<file path="src/rtl/core_pkg.sv">
`default_nettype none
// ============================================================================
// Module      : core_pkg
// Description : Shared types and constants for the core front end: the PC
//               source selector, the PC controller state encoding, the
//               default reset vector and an alignment helper.
// Revision    : 1.0  initial release
// ============================================================================
package core_pkg;

  // Next-PC source selector. Encodings 6 and 7 are reserved and are treated
  // as SEQ by the consumers.
  typedef enum logic [2:0] {
    SEQ    = 3'd0,
    BRANCH = 3'd1,
    JAL    = 3'd2,
    JALR   = 3'd3,
    TRAP   = 3'd4,
    MRET   = 3'd5
  } pc_src_e;

  // PC controller sequencing states.
  typedef enum logic [1:0] {
    ST_IDLE   = 2'd0,
    ST_CALC   = 2'd1,
    ST_COMMIT = 2'd2
  } pc_state_e;

  localparam logic [31:0] RESET_VEC_DEFAULT = 32'h0000_0000;

  // True when an instruction address is not word aligned.
  function automatic logic addr_misaligned(input logic [31:0] a);
    return (a[1:0] != 2'b00);
  endfunction

endpackage : core_pkg
`default_nettype wire

</file>
<file path="src/rtl/pc_target_gen.sv">
`default_nettype none
// ============================================================================
// Module      : pc_target_gen
// Description : Purely combinational next-PC target generator. Selects and
//               computes the target address for the captured PC source and
//               flags the sources whose target is subject to the alignment
//               check (taken BRANCH, JAL, JALR).
// Revision    : 1.0  initial release
// Ports       : i_pc          current program counter
//               i_sel         PC source (pc_src_e encoding, 6/7 act as SEQ)
//               i_take_branch branch-condition result
//               i_rs1, i_imm  JALR base register / sign-extended immediate
//               i_mtvec       trap vector
//               i_mepc        exception return PC
//               o_target      computed next PC
//               o_check_align target must be checked for misalignment
// ============================================================================
module pc_target_gen
  import core_pkg::*;
(
  input  logic [31:0] i_pc,
  input  logic [2:0]  i_sel,
  input  logic        i_take_branch,
  input  logic [31:0] i_rs1,
  input  logic [31:0] i_imm,
  input  logic [31:0] i_mtvec,
  input  logic [31:0] i_mepc,
  output logic [31:0] o_target,
  output logic        o_check_align
);

  // All sums wrap modulo 2^32 by construction of the 32-bit result width.
  logic [31:0] w_pc_plus4;
  logic [31:0] w_pc_imm;
  logic [31:0] w_rs1_imm;

  assign w_pc_plus4 = i_pc + 32'd4;
  assign w_pc_imm   = i_pc + i_imm;
  assign w_rs1_imm  = i_rs1 + i_imm;

  always_comb begin
    o_target      = w_pc_plus4;
    o_check_align = 1'b0;
    case (i_sel)
      BRANCH: begin
        if (i_take_branch) begin
          o_target      = w_pc_imm;
          o_check_align = 1'b1;
        end
      end
      JAL: begin
        o_target      = w_pc_imm;
        o_check_align = 1'b1;
      end
      JALR: begin
        o_target      = {w_rs1_imm[31:1], 1'b0};
        o_check_align = 1'b1;
      end
      TRAP:    o_target = {i_mtvec[31:2], 2'b00};
      MRET:    o_target = i_mepc;
      default: o_target = w_pc_plus4;  // SEQ and reserved encodings
    endcase
  end

endmodule : pc_target_gen
`default_nettype wire

</file>
<file path="src/rtl/pc_ctrl.sv">
`default_nettype none
// ============================================================================
// Module      : pc_ctrl
// Description : Program-counter controller. Accepts one next-PC request at a
//               time (IDLE), computes the target into a register (CALC) and
//               commits it to the PC with a one-cycle done pulse (COMMIT).
//               A request accepted in cycle T gives done in T+2 and the new
//               PC from T+3.
// Revision    : 1.0  initial release
// Config      : PC_MISALIGN_TRAP_EN - when defined, a misaligned target of a
//               taken BRANCH, JAL or JALR is not loaded; misaligned pulses
//               with done and bad_target holds the offending address. When
//               undefined, misaligned/bad_target stay 0 and every target
//               loads unchecked.
// Ports       : clk, rst      clock, synchronous active-high reset
//               req_valid/req_ready  request handshake (ready only in IDLE)
//               req_sel       PC source (pc_src_e)
//               take_branch   branch condition
//               rs1, imm, mtvec, mepc  target operands
//               pc, pc_plus4  current PC and PC+4 (combinational)
//               done          commit pulse
//               misaligned, bad_target  misaligned-target report
// ============================================================================
module pc_ctrl
  import core_pkg::*;
#(
  parameter logic [31:0] RESET_VEC = RESET_VEC_DEFAULT
) (
  input  logic        clk,
  input  logic        rst,
  input  logic        req_valid,
  output logic        req_ready,
  input  logic [2:0]  req_sel,
  input  logic        take_branch,
  input  logic [31:0] rs1,
  input  logic [31:0] imm,
  input  logic [31:0] mtvec,
  input  logic [31:0] mepc,
  output logic [31:0] pc,
  output logic [31:0] pc_plus4,
  output logic        done,
  output logic        misaligned,
  output logic [31:0] bad_target
);

`ifdef PC_MISALIGN_TRAP_EN
  localparam logic c_MISALIGN_TRAP_EN = 1'b1;
`else
  localparam logic c_MISALIGN_TRAP_EN = 1'b0;
`endif

  pc_state_e   r_state;
  pc_state_e   w_state_next;

  // Operands captured at acceptance; frozen until the request commits.
  logic [2:0]  r_sel;
  logic        r_take_branch;
  logic [31:0] r_rs1;
  logic [31:0] r_imm;
  logic [31:0] r_mtvec;
  logic [31:0] r_mepc;

  logic [31:0] r_pc;
  logic [31:0] r_target;
  logic        r_mis;
  logic [31:0] r_bad;

  logic [31:0] w_target;
  logic        w_check_align;
  logic        w_fault;

  pc_target_gen u_target_gen (
    .i_pc          (r_pc),
    .i_sel         (r_sel),
    .i_take_branch (r_take_branch),
    .i_rs1         (r_rs1),
    .i_imm         (r_imm),
    .i_mtvec       (r_mtvec),
    .i_mepc        (r_mepc),
    .o_target      (w_target),
    .o_check_align (w_check_align)
  );

  // With the trap disabled this folds to 0, so the PC always loads and the
  // misaligned report registers never leave their reset value.
  assign w_fault = c_MISALIGN_TRAP_EN & w_check_align & addr_misaligned(w_target);

  always_comb begin
    w_state_next = r_state;
    req_ready    = 1'b0;
    done         = 1'b0;
    case (r_state)
      ST_IDLE: begin
        req_ready = 1'b1;
        if (req_valid) w_state_next = ST_CALC;
      end
      ST_CALC:   w_state_next = ST_COMMIT;
      ST_COMMIT: begin
        done         = 1'b1;
        w_state_next = ST_IDLE;
      end
      default:   w_state_next = ST_IDLE;
    endcase
  end

  always_ff @(posedge clk) begin
    if (rst) begin
      r_state       <= ST_IDLE;
      r_pc          <= RESET_VEC;
      r_sel         <= 3'd0;
      r_take_branch <= 1'b0;
      r_rs1         <= 32'd0;
      r_imm         <= 32'd0;
      r_mtvec       <= 32'd0;
      r_mepc        <= 32'd0;
      r_target      <= 32'd0;
      r_mis         <= 1'b0;
      r_bad         <= 32'd0;
    end else begin
      r_state <= w_state_next;
      if (r_state == ST_IDLE && req_valid) begin
        r_sel         <= req_sel;
        r_take_branch <= take_branch;
        r_rs1         <= rs1;
        r_imm         <= imm;
        r_mtvec       <= mtvec;
        r_mepc        <= mepc;
      end
      if (r_state == ST_CALC) begin
        r_target <= w_target;
        r_mis    <= w_fault;
        // Loaded one cycle early so it is valid alongside the misaligned pulse.
        if (w_fault) r_bad <= w_target;
      end
      if (r_state == ST_COMMIT && !r_mis) begin
        r_pc <= r_target;
      end
    end
  end

  assign pc         = r_pc;
  assign pc_plus4   = r_pc + 32'd4;
  assign misaligned = (r_state == ST_COMMIT) & r_mis;
  assign bad_target = r_bad;

endmodule : pc_ctrl
`default_nettype wire

</file>
<file path="config.mk">
export PLATFORM = sky130hd
export DESIGN_NAME = pc_ctrl
export DESIGN_NICKNAME = d
export VERILOG_FILES = /design/src/rtl/core_pkg.sv /design/src/rtl/pc_target_gen.sv /design/src/rtl/pc_ctrl.sv
export SDC_FILE = /design/constraint.sdc
export NUM_CORES = 1
export LEC_CHECK = 0
export CORE_MARGIN = 10
export CORE_UTILIZATION = 30
export DETAILED_ROUTE_END_ITERATION = 10
export GPL_TIMING_DRIVEN = 1
export MAX_ROUTING_LAYER = met4
export PLACE_DENSITY_LB_ADDON = 0.15
export REMOVE_ABC_BUFFERS = 1
export SLEW_MARGIN = 20
export SYNTH_ARGS = -nofsm -noshare
export SYNTH_HDL_FRONTEND = slang
export SYNTH_SLANG_ARGS = --single-unit
</file>
<file path="constraint.sdc">
create_clock -name clk -period 6.1 [get_ports clk]
set_input_delay 1.22 -clock clk [delete_from_list [all_inputs] [get_ports clk]]
set_output_delay 1.22 -clock clk [all_outputs]
set_load 0.005 [all_outputs]
</file>
==> results_dict.tcl, run 1 <==
set metrics [dict create \
    outcome "complete, no violations" \
    antenna_found_initial 0 \
    internal-power_mw 2.19 \
    synth_top_family_by_area "compound AO/OA/AOI/OAI gates" \
    numPortBuffers 198 \
    wl_met3_mm 2.30 \
    required_ns 4.88 \
    cap_viol_max_count 0 \
    regToRegSetupSlack_ns 2.94 \
    synth_top_area_cell "dfxtp_1" \
    slew_headroom 0.356 \
    synth.area.top_cells "dfxtp_1 33%, nand2_1 12%, a21oi_1 10%" \
    place.gp.congestion 0.934 \
    slowest_delay_ns 0.57 \
    synth_compound_area_frac 0.266 \
    die-area_um2 48100 \
    syn_area_per_cell_um2 7.62 \
    die_y_um 219 \
    top_layer_used "met4" \
    crit_path_start_kind "register" \
    max_freq_ghz 0.231 \
    r2r_end "r_target[20]" \
    yosysSeqAreaShare 0.329 \
    pin_count 234 \
    cp_top_family "simple AND/OR/NAND/NOR gates" \
    critPathBufInv 1 \
    wl_met1_mm 21.0 \
    drt_pre_antenna_iters 5 \
    synth_top_area_share 0.329 \
    hold_slack_ns 0.451 \
    place.detailed.hpwl_mm 31.9 \
    initial_core_util 0.305 \
    grt_max_degree 81 \
    critPathCaptureType "output pin" \
    dieWidth_um 219 \
    cpMaxStageDelayCell "clkdlybuf4s50_1" \
    synth_edf_count 0 \
    final_hold_viol_count 0 \
    yosys-top-cells-count "394 x nand2_1, 240 x a21oi_1, 196 x dfxtp_1, 77 x clkbuf_1, 68 x nor2_1" \
    antenna_cells 0 \
    viasPerCell 5.08 \
    post-cts-setup-buffer-count 0 \
    syn_area_um2 11900 \
    clock_latency_ns 0.46 \
    drtIter0Drc 739 \
    detail-route-antenna-nets 0 \
    p_clk_frac 0.382 \
    setup_viol 0 \
    grt_pass1_vias 11126 \
    met2WireLength_mm 18.9 \
    cts.sinks 196 \
    cts_resized 0 \
    critPathKind "reg -> out" \
    ys.flop_type "dfxtp_1" \
    ys_seq_elements 196 \
    core.rowCount 72 \
    swShare 0.296 \
    overflow 0 \
    grt_usage 0.181 \
    r2r-start "pc[0]" \
    min_period_over_period 0.709 \
    cp_max_fo 7 \
    synth-adder-area-share 0.0685 \
    hp-start "r_target[26]" \
    path_clk_slew_ns 0.09 \
    worstPathCellList "ha_1 > nand3_1 > nor4_4 > and2b_1 > nand2_1 > xnor2_1 > clkdlybuf4s50_1" \
    hold_depth 2 \
    fin_crit_ns 4.32 \
    core_region_area_um2 39000 \
    hold_class "reg -> reg" \
    rr_worst_depth 11 \
    combPwrFrac 0.168 \
    seqPwrFrac 0.450 \
    ir_drop_uv 181 \
    syn-instance-count 1564 \
    yosys.area_share.xor_xnor 0.0499 \
    vias 11308 \
    layout.nets 1894 \
    tritoncts "built" \
    final.fill_count 4070 \
    p_per_area_nw_per_um2 211 \
    drive_gt1_frac 0.0515 \
    tns_ns 0 \
    cts-root-buf "clkbuf_16" \
    tightest_slew_ns 0.963 \
    drc 0 \
    rsz0062_at_grt "no" \
    ys_types 95 \
    clockBufferDepth 2 \
    hold_buffers 0 \
    finClkSkew_ns 0.0143 \
    arrival_ns 3.10 \
    switchingPower_mw 0.924 \
    syn2layout_area_growth_pct 23.8 \
    synth.most_common_cell "nand2_1" \
    grt_first_pass_wirelength_mm 66.0 \
    ys_async_sr_fraction 0 \
    holdPathEnd "pc[26]" \
    yosys_warnings 0 \
    leakagePower_nw 5.64 \
    muxShareOfSynthArea 0.00262 \
    wire_per_inst_um 19.2 \
    synth-simple-area-share 0.221 \
    slew_viol_final 0 \
    routed_wirelength_mm 42.8 \
    htree_levels 4 \
    cts_made_buffers 17 \
]
==> area by class of cell <==
type	instances	area, µm²	share of cell area
flip-flops and latches	196	3920	0.266
multi-input cells	1245	7400	0.502
repair buffers	211	2080	0.141
inverters	24	90.1	0.00611
well taps	518	648	0.0440
clock inverters	15	181	0.0123
clock buffers	17	425	0.0288
==> metrics by stage <==
stage	utilization	power (mW)	instances	instance area [µm²]	setup WS, ns
after floorplan	-	1.71	1465	11400	2.36
after global placement	0.362	1.95	2194	14100	2.25
after detailed placement	0.362	1.96	2194	14100	2.24
after CTS	0.378	3.16	2226	14700	1.71
after global routing	0.378	3.26	2226	14700	1.58
final	0.378	3.12	2226	14700	1.78
==> state kept, by name (all words and copies together), names as in the netlist, 2 cells and up <==
signal and count:
r_target 32, pc 32, r_sel 3, r_imm 32
r_rs1 32, r_mtvec 30, r_state 2, r_mepc 32
==> worst max path at each step <==
| stage | cells past startpoint | start | endpoint | slack [ns] |
|---|---|---|---|---|
| after detailed placement | 7 | pc[2] | pc_plus4[22] | 2.24 |
| after CTS | 7 | pc[2] | pc_plus4[22] | 1.71 |
| after floorplan | 3 | req_valid | r_imm[0] | 2.36 |
| final | 7 | pc[2] | pc_plus4[22] | 1.78 |
| after global placement | 7 | pc[2] | pc_plus4[22] | 2.25 |
| after global routing | 7 | pc[2] | pc_plus4[22] | 1.58 |
==> worst reg2reg max path, delay by kind of cell, from the launching register on <==
family / cells / cell delay [ns]
flip-flops: 1 / 0.43
adder cells (fa/ha/maj): 2 / 0.66
AND/OR/NAND/NOR: 1 / 0.23
buffers and inverters: 1 / 0.07
AO/OA/AOI/OAI: 6 / 1.52
XOR/XNOR: 1 / 0.09
==> power groups by stage <==
| stage | clock (mW) | sequential (mW) | combinational [mW] |
|---|---|---|---|
| 5_1_grt | 1.26 | 1.41 | 0.587 |
| 3_3_place_gp | 0 | 1.43 | 0.520 |
| 4_1_cts | 1.23 | 1.40 | 0.528 |
| 6_report | 1.19 | 1.40 | 0.524 |
| 2_1_floorplan | 0 | 1.41 | 0.299 |
| 3_5_place_dp | 0 | 1.43 | 0.525 |
==> placed cells by master (no fill, tap or decap), types with 8 or more instances in the layout <==
master / synthesis / layout
a211oi_1: 12 / 12
a21o_1: 18 / 18
a21oi_1: 240 / 239
a221o_1: 27 / 27
a221oi_1: 20 / 20
a311oi_1: 8 / 8
and2_1: 9 / 8
and3_1: 8 / 8
buf_4: 36 / 13
clkbuf_16: 0 / 17
clkdlybuf4s50_1: 0 / 197
conb_1: 1 / 33
dfxtp_1: 196 / 196
ha_1: 62 / 62
inv_1: 24 / 24
nand2_1: 394 / 393
nand2b_1: 12 / 12
nand3_1: 30 / 30
nand4_1: 12 / 12
nor2_1: 68 / 68
nor3_1: 30 / 30
o21a_1: 12 / 12
o21ai_0: 36 / 36
o21ai_1: 9 / 9
o21bai_1: 8 / 8
xnor2_1: 40 / 40
xor2_1: 26 / 26
==> routing by layer <==
metal | track usage | vias to the layer above
met2 | 0.271 | 267
met1 | 0.246 | 5274
li1 | - | 5735
met5 | - | -
met4 | 0.0446 | 0
met3 | 0.0329 | 32
==> logic make-up after synthesis <==
| logic type | Yosys count |
|---|---|
| flip-flops | 196 |
| AND/OR/NAND/NOR | 604 |
| buffers and inverters | 155 |
| other | 1 |
| AO/OA/AOI/OAI | 474 |
| XOR/XNOR | 67 |
| adder cells (fa/ha/maj) | 64 |
| multiplexers | 3 |
Note: power is estimated with default switching activity, not from simulation.
==> inputs of run 2 (changes only) <==
==> constraint.sdc (replaced) <==
create_clock -name clk -period 4.1 [get_ports clk]
set_input_delay 0.82 -clock clk [delete_from_list [all_inputs] [get_ports clk]]
set_output_delay 0.82 -clock clk [all_outputs]
set_load 0.005 [all_outputs]
==> run 2 against run 1 <==
Effect of this change:
- die area unchanged
- global-route usage up 0.095 points
- register-to-register slack worse by 2.0 ns
- final cell count is 0.22% higher
- power rose by 44%
- non-clock buffer count up 6
- largest power group unchanged
==> results_dict.tcl, run 2 (synthesis results as in run 1) <==
set metrics [dict create \
    outcome "complete, no violations" \
    drt_pre_antenna_iters 5 \
    pin_count 234 \
    use_met1 0.247 \
    slew_viol_final 0 \
    grt_pass1_vias 11040 \
    required_ns 3.28 \
    initial_core_util 0.305 \
    vias 11341 \
    grt_usage 0.182 \
    tns_ns 0 \
    ir_drop_uv 293 \
    antenna_found_initial 0 \
    tightest_slew_ns 0.990 \
    rsz0062_at_grt "no" \
    cp_max_fo 7 \
    internal-power_mw 3.19 \
    critPathBufInv 2 \
    die_y_um 219 \
    cpMaxStageDelayCell "clkdlybuf4s50_1" \
    antenna_cells 0 \
    cts.sinks 196 \
    finClkSkew_ns 0.00948 \
    overflow 0 \
    slowest_delay_ns 0.57 \
    worstPathCellList "ha_1 > nand3_1 > nor4_4 > buf_4 > and2b_1 > nand2_1 > xnor2_1 > clkdlybuf4s50_1" \
    routed_wirelength_mm 43.0 \
    viasPerCell 5.08 \
    cts_made_buffers 17 \
    cp_top_family "simple AND/OR/NAND/NOR gates" \
    hold_buffers 0 \
    critPathKind "reg -> out" \
    htree_levels 4 \
    final.fill_count 4114 \
    crit_path_start_kind "register" \
    grt_first_pass_wirelength_mm 65.7 \
    place.detailed.hpwl_mm 32.7 \
    place.gp.congestion 0.912 \
    max_freq_ghz 0.259 \
    grt_max_degree 83 \
    wire_per_inst_um 19.3 \
    core.rowCount 72 \
    fin_crit_ns 3.86 \
    seqPwrFrac 0.466 \
    mostFrequentLayoutCells "393 x nand2_1, 239 x a21oi_1, 197 x clkdlybuf4s50_1, 196 x dfxtp_1, 68 x nor2_1" \
    tritoncts "built" \
    final_cells 2231 \
    p_clk_frac 0.359 \
    dieWidth_um 219 \
    clock_latency_ns 0.46 \
    switchingPower_mw 1.30 \
    drive_gt1_frac 0.0537 \
    cts-root-buf "clkbuf_16" \
    drc 0 \
    dp.cells 2198 \
    grt_busiest_layer "met2" \
    swShare 0.289 \
    core_region_area_um2 39000 \
    final_common_cell "nand2_1" \
    grt_use_met2 0.269 \
    detail-route-antenna-nets 0 \
    numPortBuffers 198 \
    syn2layout_area_growth_pct 23.9 \
    critPathCaptureType "output pin" \
    setup_viol 0 \
    arrival_ns 3.04 \
    grt_use_met3 0.0344 \
    clockBufferDepth 2 \
    p_per_area_nw_per_um2 304 \
    die-area_um2 48100 \
    min_period_over_period 0.942 \
    hold_class "reg -> reg" \
    combPwrFrac 0.176 \
    path_clk_slew_ns 0.07 \
    slew_headroom 0.338 \
    drtIter0Drc 612 \
    layout.nets 1900 \
    final_hold_viol_count 0 \
    leakagePower_nw 5.66 \
    cap_viol_max_count 0 \
]
[run 2: per-stage QoR]
stage / power (mW) / instance area [µm²] / setup slack [ns] / utilization / hold WS [ns]
2_1_floorplan: 2.55 / 11400 / 0.760 / - / 0.423
3_3_place_gp: 2.92 / 14200 / 0.663 / 0.364 / 0.435
3_5_place_dp: 2.92 / 14200 / 0.670 / 0.364 / 0.441
4_1_cts: 4.56 / 14700 / 0.146 / 0.378 / 0.452
5_1_grt: 4.73 / 14800 / 0.0572 / 0.378 / 0.458
6_report: 4.49 / 14800 / 0.237 / 0.378 / 0.451
[run 2: final cells by class]
class | instances | area, µm² | share of cell area
multi-input cells | 1245 | 7400 | 0.501
flip-flops and latches | 196 | 3920 | 0.266
repair buffers | 217 | 2150 | 0.146
well taps | 518 | 648 | 0.0439
clock buffers | 19 | 443 | 0.0300
clock inverters | 12 | 106 | 0.00721
inverters | 24 | 90.1 | 0.00610
[run 2: tightest hold or removal path: cells and delay by family, from the launching register on]
family | cells | cell delay [ns]
AND/OR/NAND/NOR | 1 | 0.05
AO/OA/AOI/OAI | 1 | 0.05
flip-flops | 1 | 0.31
[run 2: metal layers]
layer,vias up,wire length [µm]
met2,258,18800
met5,-,0
met1,5298,21400
met4,0,659
li1,5749,-
met3,36,2200
[run 2: path summary, 6_finish.rpt]
kind | start | endpoint | slack [ns] | cells past startpoint
setup / recovery | pc[2] | pc_plus4[22] | 0.24 | 8
hold / removal | r_target[18] | pc[18] | 0.45 | 2
setup reg to reg | pc[0] | r_target[20] | 0.98 | 11
hold reg to reg | r_target[18] | pc[18] | 0.45 | 2
[run 2: timing repair]
| action | in CTS | in global routing |
|---|---|---|
| gates resized for setup | 0 | 0 |
| endpoints found under the setup margin | 0 | 1 |
| setup buffers | 0 | 2 |
[run 2: power groups by stage]
stage / clock [mW] / sequential (mW) / combinational [mW]
after floorplan: 0 / 2.10 / 0.445
after global placement: 0 / 2.13 / 0.785
after detailed placement: 0 / 2.13 / 0.788
after CTS: 1.68 / 2.09 / 0.792
after global routing: 1.74 / 2.10 / 0.879
final: 1.61 / 2.09 / 0.789
